==> src/rtl/vga_timing_pkg.sv <==
// Shared 800x600 @ 72 Hz timing constants and the sync-decoder FSM state
// encoding. The same constants drive the `vga` timing generator.
package vga_timing_pkg;

  localparam int VGA_H_VISIBLE   = 800;
  localparam int VGA_H_FRONT     = 56;
  localparam int VGA_H_SYNC      = 120;
  localparam int VGA_H_WHOLE     = 1040;
  localparam int VGA_V_VISIBLE   = 600;
  localparam int VGA_V_FRONT     = 37;
  localparam int VGA_V_SYNC      = 6;
  localparam int VGA_V_WHOLE     = 666;
  localparam int VGA_LOCK_FRAMES = 2;

  typedef enum logic [1:0] {
    IDLE   = 2'd0,
    H_ACQ  = 2'd1,
    V_ACQ  = 2'd2,
    LOCKED = 2'd3
  } dec_state_e;

endpackage

==> src/rtl/sync_edge_detect.sv <==
// Registers one active-low sync line and flags its falling edge.
// Both registers reset high so that an idle (high) line never looks like an edge.
module sync_edge_detect (
  input  logic clk_i,
  input  logic reset_i,
  input  logic sync_i,
  output logic fall_o
);

  logic s_q;
  logic s_prev_q;

  // Capture the sync line and keep its previous sampled value.
  always_ff @(posedge clk_i) begin
    // NOTE: non-blocking assignments let s_prev_q take the old s_q, giving a two-stage shift.
    if (reset_i) begin
      s_q      <= 1'b1;
      s_prev_q <= 1'b1;
    end else begin
      s_q      <= sync_i;
      s_prev_q <= s_q;
    end
  end

  assign fall_o = ~s_q & s_prev_q;

endmodule

==> src/rtl/vga_sync_decoder.sv <==
// Receiving end of the VGA link: regenerates x/y/display from the incoming
// sync stream, tracks timing lock and reports sync mismatches.
// Optional build macro VGA_DECODE_STATS_EN adds a saturating sync-error counter;
// without it err_count is tied to zero.
module vga_sync_decoder
  import vga_timing_pkg::*;
#(
  parameter int H_VISIBLE   = VGA_H_VISIBLE,
  parameter int H_FRONT     = VGA_H_FRONT,
  parameter int H_SYNC      = VGA_H_SYNC,
  parameter int H_WHOLE     = VGA_H_WHOLE,
  parameter int V_VISIBLE   = VGA_V_VISIBLE,
  parameter int V_FRONT     = VGA_V_FRONT,
  parameter int V_SYNC      = VGA_V_SYNC,
  parameter int V_WHOLE     = VGA_V_WHOLE,
  parameter int LOCK_FRAMES = VGA_LOCK_FRAMES
) (
  input  logic       clk_50mhz,
  input  logic       reset,
  input  logic       h_sync_in,
  input  logic       v_sync_in,
  input  logic       rgb_in,
  output logic [9:0] x,
  output logic [9:0] y,
  output logic       display,
  output logic       pixel_out,
  output logic       locked,
  output logic       frame_start,
  output logic       sync_err,
  output logic [7:0] err_count
);

  // Counter load values and expected edge positions. An h edge is seen one
  // clock after the generator drops h_sync, so the counter sits one short of
  // the sync start when it matches and reloads to the sync start itself.
  localparam logic [10:0] H_LOAD  = 11'(H_VISIBLE + H_FRONT);
  localparam logic [10:0] H_MATCH = 11'(H_VISIBLE + H_FRONT - 1);
  localparam logic [10:0] H_LAST  = 11'(H_WHOLE - 1);
  localparam logic [10:0] H_VIS_W = 11'(H_VISIBLE);
  localparam logic [9:0]  V_LOAD  = 10'(V_VISIBLE + V_FRONT);
  localparam logic [9:0]  V_MATCH = 10'(V_VISIBLE + V_FRONT - 1);
  localparam logic [9:0]  V_LAST  = 10'(V_WHOLE - 1);
  localparam logic [9:0]  V_VIS_W = 10'(V_VISIBLE);
  localparam logic [3:0]  LOCK_TARGET = 4'(LOCK_FRAMES);

  // A parameter set whose sync pulse overruns the line/frame, or whose lock
  // depth does not fit the match counter, cannot describe a real stream; the
  // decoder then never declares lock instead of reporting bogus coordinates.
  localparam bit TIMING_OK = (H_VISIBLE + H_FRONT + H_SYNC < H_WHOLE) &&
                             (V_VISIBLE + V_FRONT + V_SYNC < V_WHOLE) &&
                             (LOCK_FRAMES >= 1) && (LOCK_FRAMES <= 15);

  logic        h_fall;
  logic        v_fall;
  logic [10:0] h_cnt_q, h_cnt_d;
  logic [9:0]  v_cnt_q, v_cnt_d;
  logic        h_wrap;
  logic        h_pos;
  logic        v_pos;
  logic        mismatch;
  dec_state_e  state_q, state_d;
  logic [3:0]  match_cnt_q, match_cnt_d;
  logic        sync_err_q;
  logic [1:0]  pix_q;

  sync_edge_detect u_h_edge (
    .clk_i   (clk_50mhz),
    .reset_i (reset),
    .sync_i  (h_sync_in),
    .fall_o  (h_fall)
  );

  sync_edge_detect u_v_edge (
    .clk_i   (clk_50mhz),
    .reset_i (reset),
    .sync_i  (v_sync_in),
    .fall_o  (v_fall)
  );

  // Free-running position counters, re-phased by every detected sync edge.
  always_comb begin
    // NOTE: every output of this block gets a default first, so no path leaves a latch.
    h_wrap  = (h_cnt_q == H_LAST);
    h_cnt_d = h_wrap ? 11'd0 : h_cnt_q + 11'd1;
    v_cnt_d = v_cnt_q;
    if (h_fall) begin
      h_cnt_d = H_LOAD;
    end
    if (h_wrap) begin
      v_cnt_d = (v_cnt_q == V_LAST) ? 10'd0 : v_cnt_q + 10'd1;
    end
    // The v-edge load wins over a same-cycle wrap increment.
    if (v_fall) begin
      v_cnt_d = V_LOAD;
    end
  end

  // Compare detected edges against where the counters say they belong.
  always_comb begin
    h_pos    = (h_cnt_q == H_MATCH);
    v_pos    = h_wrap && (v_cnt_q == V_MATCH);
    mismatch = ((state_q == V_ACQ) || (state_q == LOCKED)) &&
               ((h_fall != h_pos) || (v_fall != v_pos));
  end

  // State, counters and pipeline registers.
  always_ff @(posedge clk_50mhz) begin
    if (reset) begin
      state_q     <= IDLE;
      match_cnt_q <= 4'd0;
      h_cnt_q     <= 11'd0;
      v_cnt_q     <= 10'd0;
      sync_err_q  <= 1'b0;
      pix_q       <= 2'b00;
    end else begin
      state_q     <= state_d;
      match_cnt_q <= match_cnt_d;
      h_cnt_q     <= h_cnt_d;
      v_cnt_q     <= v_cnt_d;
      sync_err_q  <= mismatch;
      pix_q       <= {pix_q[0], rgb_in};
    end
  end

  // Lock acquisition: first h edge, first v edge, then LOCK_FRAMES matching v edges.
  always_comb begin
    state_d     = state_q;
    match_cnt_d = match_cnt_q;
    unique case (state_q)
      IDLE: begin
        if (h_fall) state_d = H_ACQ;
      end
      H_ACQ: begin
        if (v_fall) begin
          state_d     = V_ACQ;
          match_cnt_d = 4'd0;
        end
      end
      V_ACQ: begin
        if (mismatch) begin
          state_d     = H_ACQ;
          match_cnt_d = 4'd0;
        end else if (v_fall) begin
          match_cnt_d = match_cnt_q + 4'd1;
          if (TIMING_OK && (match_cnt_d == LOCK_TARGET)) state_d = LOCKED;
        end
      end
      LOCKED: begin
        if (mismatch) begin
          state_d     = H_ACQ;
          match_cnt_d = 4'd0;
        end
      end
      default: begin
        state_d     = IDLE;
        match_cnt_d = 4'd0;
      end
    endcase
  end

  // Outputs decoded from registered state and counters.
  always_comb begin
    locked      = (state_q == LOCKED);
    display     = locked && (h_cnt_q < H_VIS_W) && (v_cnt_q < V_VIS_W);
    frame_start = locked && (h_cnt_q == 11'd0) && (v_cnt_q == 10'd0);
    x           = h_cnt_q[9:0];
    y           = v_cnt_q;
    pixel_out   = pix_q[1];
    sync_err    = sync_err_q;
  end

`ifdef VGA_DECODE_STATS_EN
  logic [7:0] err_count_q;

  // Saturating count of sync_err pulses; cleared only by reset.
  always_ff @(posedge clk_50mhz) begin
    if (reset) begin
      err_count_q <= 8'd0;
    end else if (sync_err_q && (err_count_q != 8'hFF)) begin
      err_count_q <= err_count_q + 8'd1;
    end
  end

  assign err_count = err_count_q;
`else
  assign err_count = 8'd0;
`endif

endmodule

==> config.mk <==
export PLATFORM = sky130hd
export DESIGN_NAME = vga_sync_decoder
export DESIGN_NICKNAME = d
export VERILOG_FILES = /design/src/rtl/vga_timing_pkg.sv /design/src/rtl/sync_edge_detect.sv /design/src/rtl/vga_sync_decoder.sv
export SDC_FILE = /design/constraint.sdc
export NUM_CORES = 1
export LEC_CHECK = 0
export CAP_MARGIN = 20
export CORE_MARGIN = 5
export CORE_UTILIZATION = 45
export CTS_BUF_LIST = sky130_fd_sc_hd__clkbuf_16
export DETAILED_ROUTE_END_ITERATION = 8
export PLACE_DENSITY = 0.75
export RECOVER_POWER = 100
export SLEW_MARGIN = 20
export SYNTH_ARGS = -nofsm -noshare
export SYNTH_HDL_FRONTEND = slang
export SYNTH_SLANG_ARGS = --single-unit
==> constraint.sdc <==
create_clock -name clk_50mhz -period 2.2 [get_ports clk_50mhz]
set_input_delay 0.33 -clock clk_50mhz [delete_from_list [all_inputs] [get_ports clk_50mhz]]
set_output_delay 0.33 -clock clk_50mhz [all_outputs]
set_load 0.01 [all_outputs]
==> impl_metrics.env <==
export IMPL_avgSynthCellArea_um2=8.35
export IMPL_holdCritPathClass="flip-flop to flip-flop"
export IMPL_start_kind="flip-flop"
export IMPL_cap_viol_max_count=0
export IMPL_port_buffer_count=29
export IMPL_finalCritPeriodShare=0.986
export IMPL_p_per_area_nw_per_um2=635
export IMPL_cts_buffers=5
export IMPL_ir_drop_mv=0.401
export IMPL_hold_viol_final=0
export IMPL_htree_levels=2
export IMPL_slew_headroom=0.535
export IMPL_setup_violations=0
export IMPL_routed_via_density=5.32
export IMPL_initial_core_util=0.473
export IMPL_track_usage=0.161
export IMPL_crit_chain="ha_2 > nand4_1 > nor3_4 > buf_4 > a21oi_2 > o32ai_2 > a211oi_2 > mux2_1"
export IMPL_boundaryPins=38
export IMPL_max_freq_mhz=461
export IMPL_vias=1830
export IMPL_slew_viol_final=0
export IMPL_ff2ff_path_depth=8
export IMPL_reg2reg_to="state_q[0]$_SDFFE_PP0P_"
export IMPL_clockRootBuffer="clkbuf_16"
export IMPL_r2r_start="h_cnt_q[1]$_SDFF_PP0_"
export IMPL_wirelength_um=4680
export IMPL_grt_antenna_before_repair=0
export IMPL_fillers=411
export IMPL_synth_flop_cell="dfxtp_1"
export IMPL_cts_setup_buffers=0
export IMPL_dieArea_um2=6140
export IMPL_fp_coreArea_um2=4440
export IMPL_end_kind="flip-flop"
export IMPL_diodes=0
export IMPL_rows=24
export IMPL_period_needed_ns=2.17
export IMPL_ys_seq_area_frac=0.324
export IMPL_cts_path_max_buffers=2
export IMPL_required_ns=2.36
export IMPL_power_leakage_nw=1.10
export IMPL_dr_pass1_iters=4
export IMPL_hpwl_um=3500
export IMPL_syn_to_final_growth_pct=25.2
export IMPL_die_x_um=78.4
export IMPL_p_total_w=0.00167
export IMPL_cts_sink_count=34
export IMPL_synth_distinct_cells=53
export IMPL_grt_max_degree=18
export IMPL_clk_latency_ns=0.28
export IMPL_grt_pass1_vias=1688
export IMPL_drc_errors=0
export IMPL_synth_edf_count=0
export IMPL_ant_nets=0
export IMPL_gp_congestion=0.899
export IMPL_drt_iter0_markers=76
export IMPL_placed_area_um2=2480
export IMPL_final_cell_area_um2=2630
export IMPL_crit_fanout=4
export IMPL_rsz0062_at_grt="true"
export IMPL_clkTransAtPathRegs_ns=0.05
export IMPL_critical_path_class="flip-flop to flip-flop"
export IMPL_grt_pass1_wl_um=7960
export IMPL_die_y_um=78.4
export IMPL_crit_start="h_cnt_q[1]$_SDFF_PP0_"
export IMPL_skew_ns=0.00361
export IMPL_synthesis_area_um2=2100
export IMPL_cts_tree="yes"
export IMPL_wl_per_cell_um=13.6
export IMPL_tightest_slew_ns=0.697
export IMPL_grt_overflow=0
export IMPL_run_status="finished, final reports clean"
export IMPL_postSynthCellCount=252
export IMPL_critPathArrivalTime_ns=2.33
export IMPL_drive_gt1_frac=0.158
export IMPL_yosys_warnings=0
export IMPL_regToRegSetupSlack_ns=0.03
export IMPL_crit_path_end="state_q[0]$_SDFFE_PP0P_"
export IMPL_num_nets_final=308
export IMPL_ys_seq_elements=34
export IMPL_cp_slowest_cell="dfxtp_1"
export IMPL_synth_async_sr_flop_share=0
export IMPL_critPathMaxStageDelay_ns=0.37
[sequential cells by signal, summed over array words and instances (netlist names)]
signal             cells
u_v_edge.s_prev_q      1
u_v_edge.s_q           1
y                     10
h_cnt_q               11
state_q                2
u_h_edge.s_q           1
sync_err               1
u_h_edge.s_prev_q      1
match_cnt_q            4
pix_q                  2
[where the power goes]
group	total (W)	switching [W]	leakage [nW]	internal, W
clock network	0.000652	0.000245	0.0663	0.000407
logic	0.000328	0.000180	0.752	0.000148
registers	0.000692	0.0000387	0.279	0.000653
total	0.00167	0.000464	1.10	0.00121
[cells by family after synthesis]
logic type / synth area share
flip-flops: 0.324
AO/OA/AOI/OAI: 0.162
other: 0.00178
XOR/XNOR: 0.0416
AND/OR/NAND/NOR: 0.286
multiplexers: 0.0101
adder cells (fa/ha/maj): 0.0714
buffers and inverters: 0.103
[area by class of cell]
cell class / instances / area (µm²) / share of cell area
multi-input cells: 186 / 1270 / 0.482
flip-flops and latches: 34 / 681 / 0.259
repair buffers: 50 / 428 / 0.163
clock buffers: 5 / 125 / 0.0475
well taps: 52 / 65.1 / 0.0247
inverters: 14 / 52.6 / 0.0200
clock inverters: 3 / 11.3 / 0.00428
[per-layer routing]
layer | wire [µm] | up-vias | part of all wire | track usage
met5 | 0 | - | 0 | 0
met3 | 223 | 7 | 0.048 | 0.0389
met2 | 2170 | 40 | 0.46 | 0.265
li1 | - | 933 | - | -
met4 | 73 | 0 | 0.016 | 0.0612
met1 | 2220 | 850 | 0.47 | 0.205
[critical path, delay by kind of cell (launching register included)]
family	cells	cell delay (ns)
AO/OA/AOI/OAI	3	0.56
AND/OR/NAND/NOR	2	0.38
flip-flops	1	0.37
multiplexers	1	0.33
adder cells (fa/ha/maj)	1	0.26
buffers and inverters	1	0.15
[placed cells by master (no fill, tap or decap), types with 2 or more instances in the layout]
master and n:
a21oi_1 15, dlygate4sd3_1 22, dlygate4sd2_1 2, nand2b_1 5, nand3_1 7, nor3_2 3
buf_4 16, o22ai_1 2, nor2b_1 5, ha_1 11, o21ai_0 10, a21o_1 2
clkinv_1 3, nand2_1 18, clkbuf_16 5, a211oi_1 2, xnor2_1 10, dfxtp_1 34
clkdlybuf4s50_1 5, and3_1 8, nor2_1 24, a31oi_1 5, or3_1 6, conb_1 8
and2_1 2, inv_1 14, nor3_1 5, or2_2 6, clkbuf_1 4, nand4_1 5
[per-stage QoR]
step	TNS (ns)	hold WS (ns)	setup slack [ns]	util	cells
after global routing	-0.0752	0.457	-0.0675	0.592	344
after global placement	0	0.422	0.0922	0.558	336
final	0	0.431	0.0312	0.592	344
after CTS	0	0.432	0.0317	0.589	344
after detailed placement	0	0.420	0.0344	0.558	336
after floorplan	0	0.414	0.132	-	259
[synthesized netlist by cell type, types with 2 or more instances]
master / instances / area share
a211oi_1: 2 / 0.0071
a21o_1: 2 / 0.0071
a21oi_1: 15 / 0.036
a31oi_1: 5 / 0.015
and2_1: 2 / 0.0059
and3_1: 8 / 0.024
buf_4: 18 / 0.064
clkbuf_1: 5 / 0.0089
dfxtp_1: 34 / 0.32
ha_1: 12 / 0.071
inv_1: 14 / 0.025
nand2_1: 18 / 0.032
nand2b_1: 5 / 0.015
nand3_1: 7 / 0.017
nand4_1: 5 / 0.015
nor2_1: 24 / 0.043
nor2b_1: 5 / 0.015
nor3_1: 7 / 0.017
o21ai_0: 10 / 0.024
o22ai_1: 2 / 0.0059
or2_2: 6 / 0.018
or3_1: 6 / 0.018
xnor2_1: 10 / 0.042
[how the worst min path moves through the flow]
stage / start / end / depth (start not counted)
after detailed placement: pix_q[0]$_SDFF_PP0_ / pix_q[1]$_SDFF_PP0_ / 1
after CTS: pix_q[0]$_SDFF_PP0_ / pix_q[1]$_SDFF_PP0_ / 1
final: pix_q[0]$_SDFF_PP0_ / pix_q[1]$_SDFF_PP0_ / 1
after global placement: pix_q[0]$_SDFF_PP0_ / pix_q[1]$_SDFF_PP0_ / 1
after floorplan: pix_q[0]$_SDFF_PP0_ / pix_q[1]$_SDFF_PP0_ / 1
after global routing: pix_q[0]$_SDFF_PP0_ / pix_q[1]$_SDFF_PP0_ / 1
[what timing repair did]
item                       4_1_cts  5_1_grt
resized for setup                3        4
hold buffers                     0        0
setup endpoints to repair        2        3
pin swaps                        0        0
gates cloned                     0        0
Power figures use the tool's default switching activity.
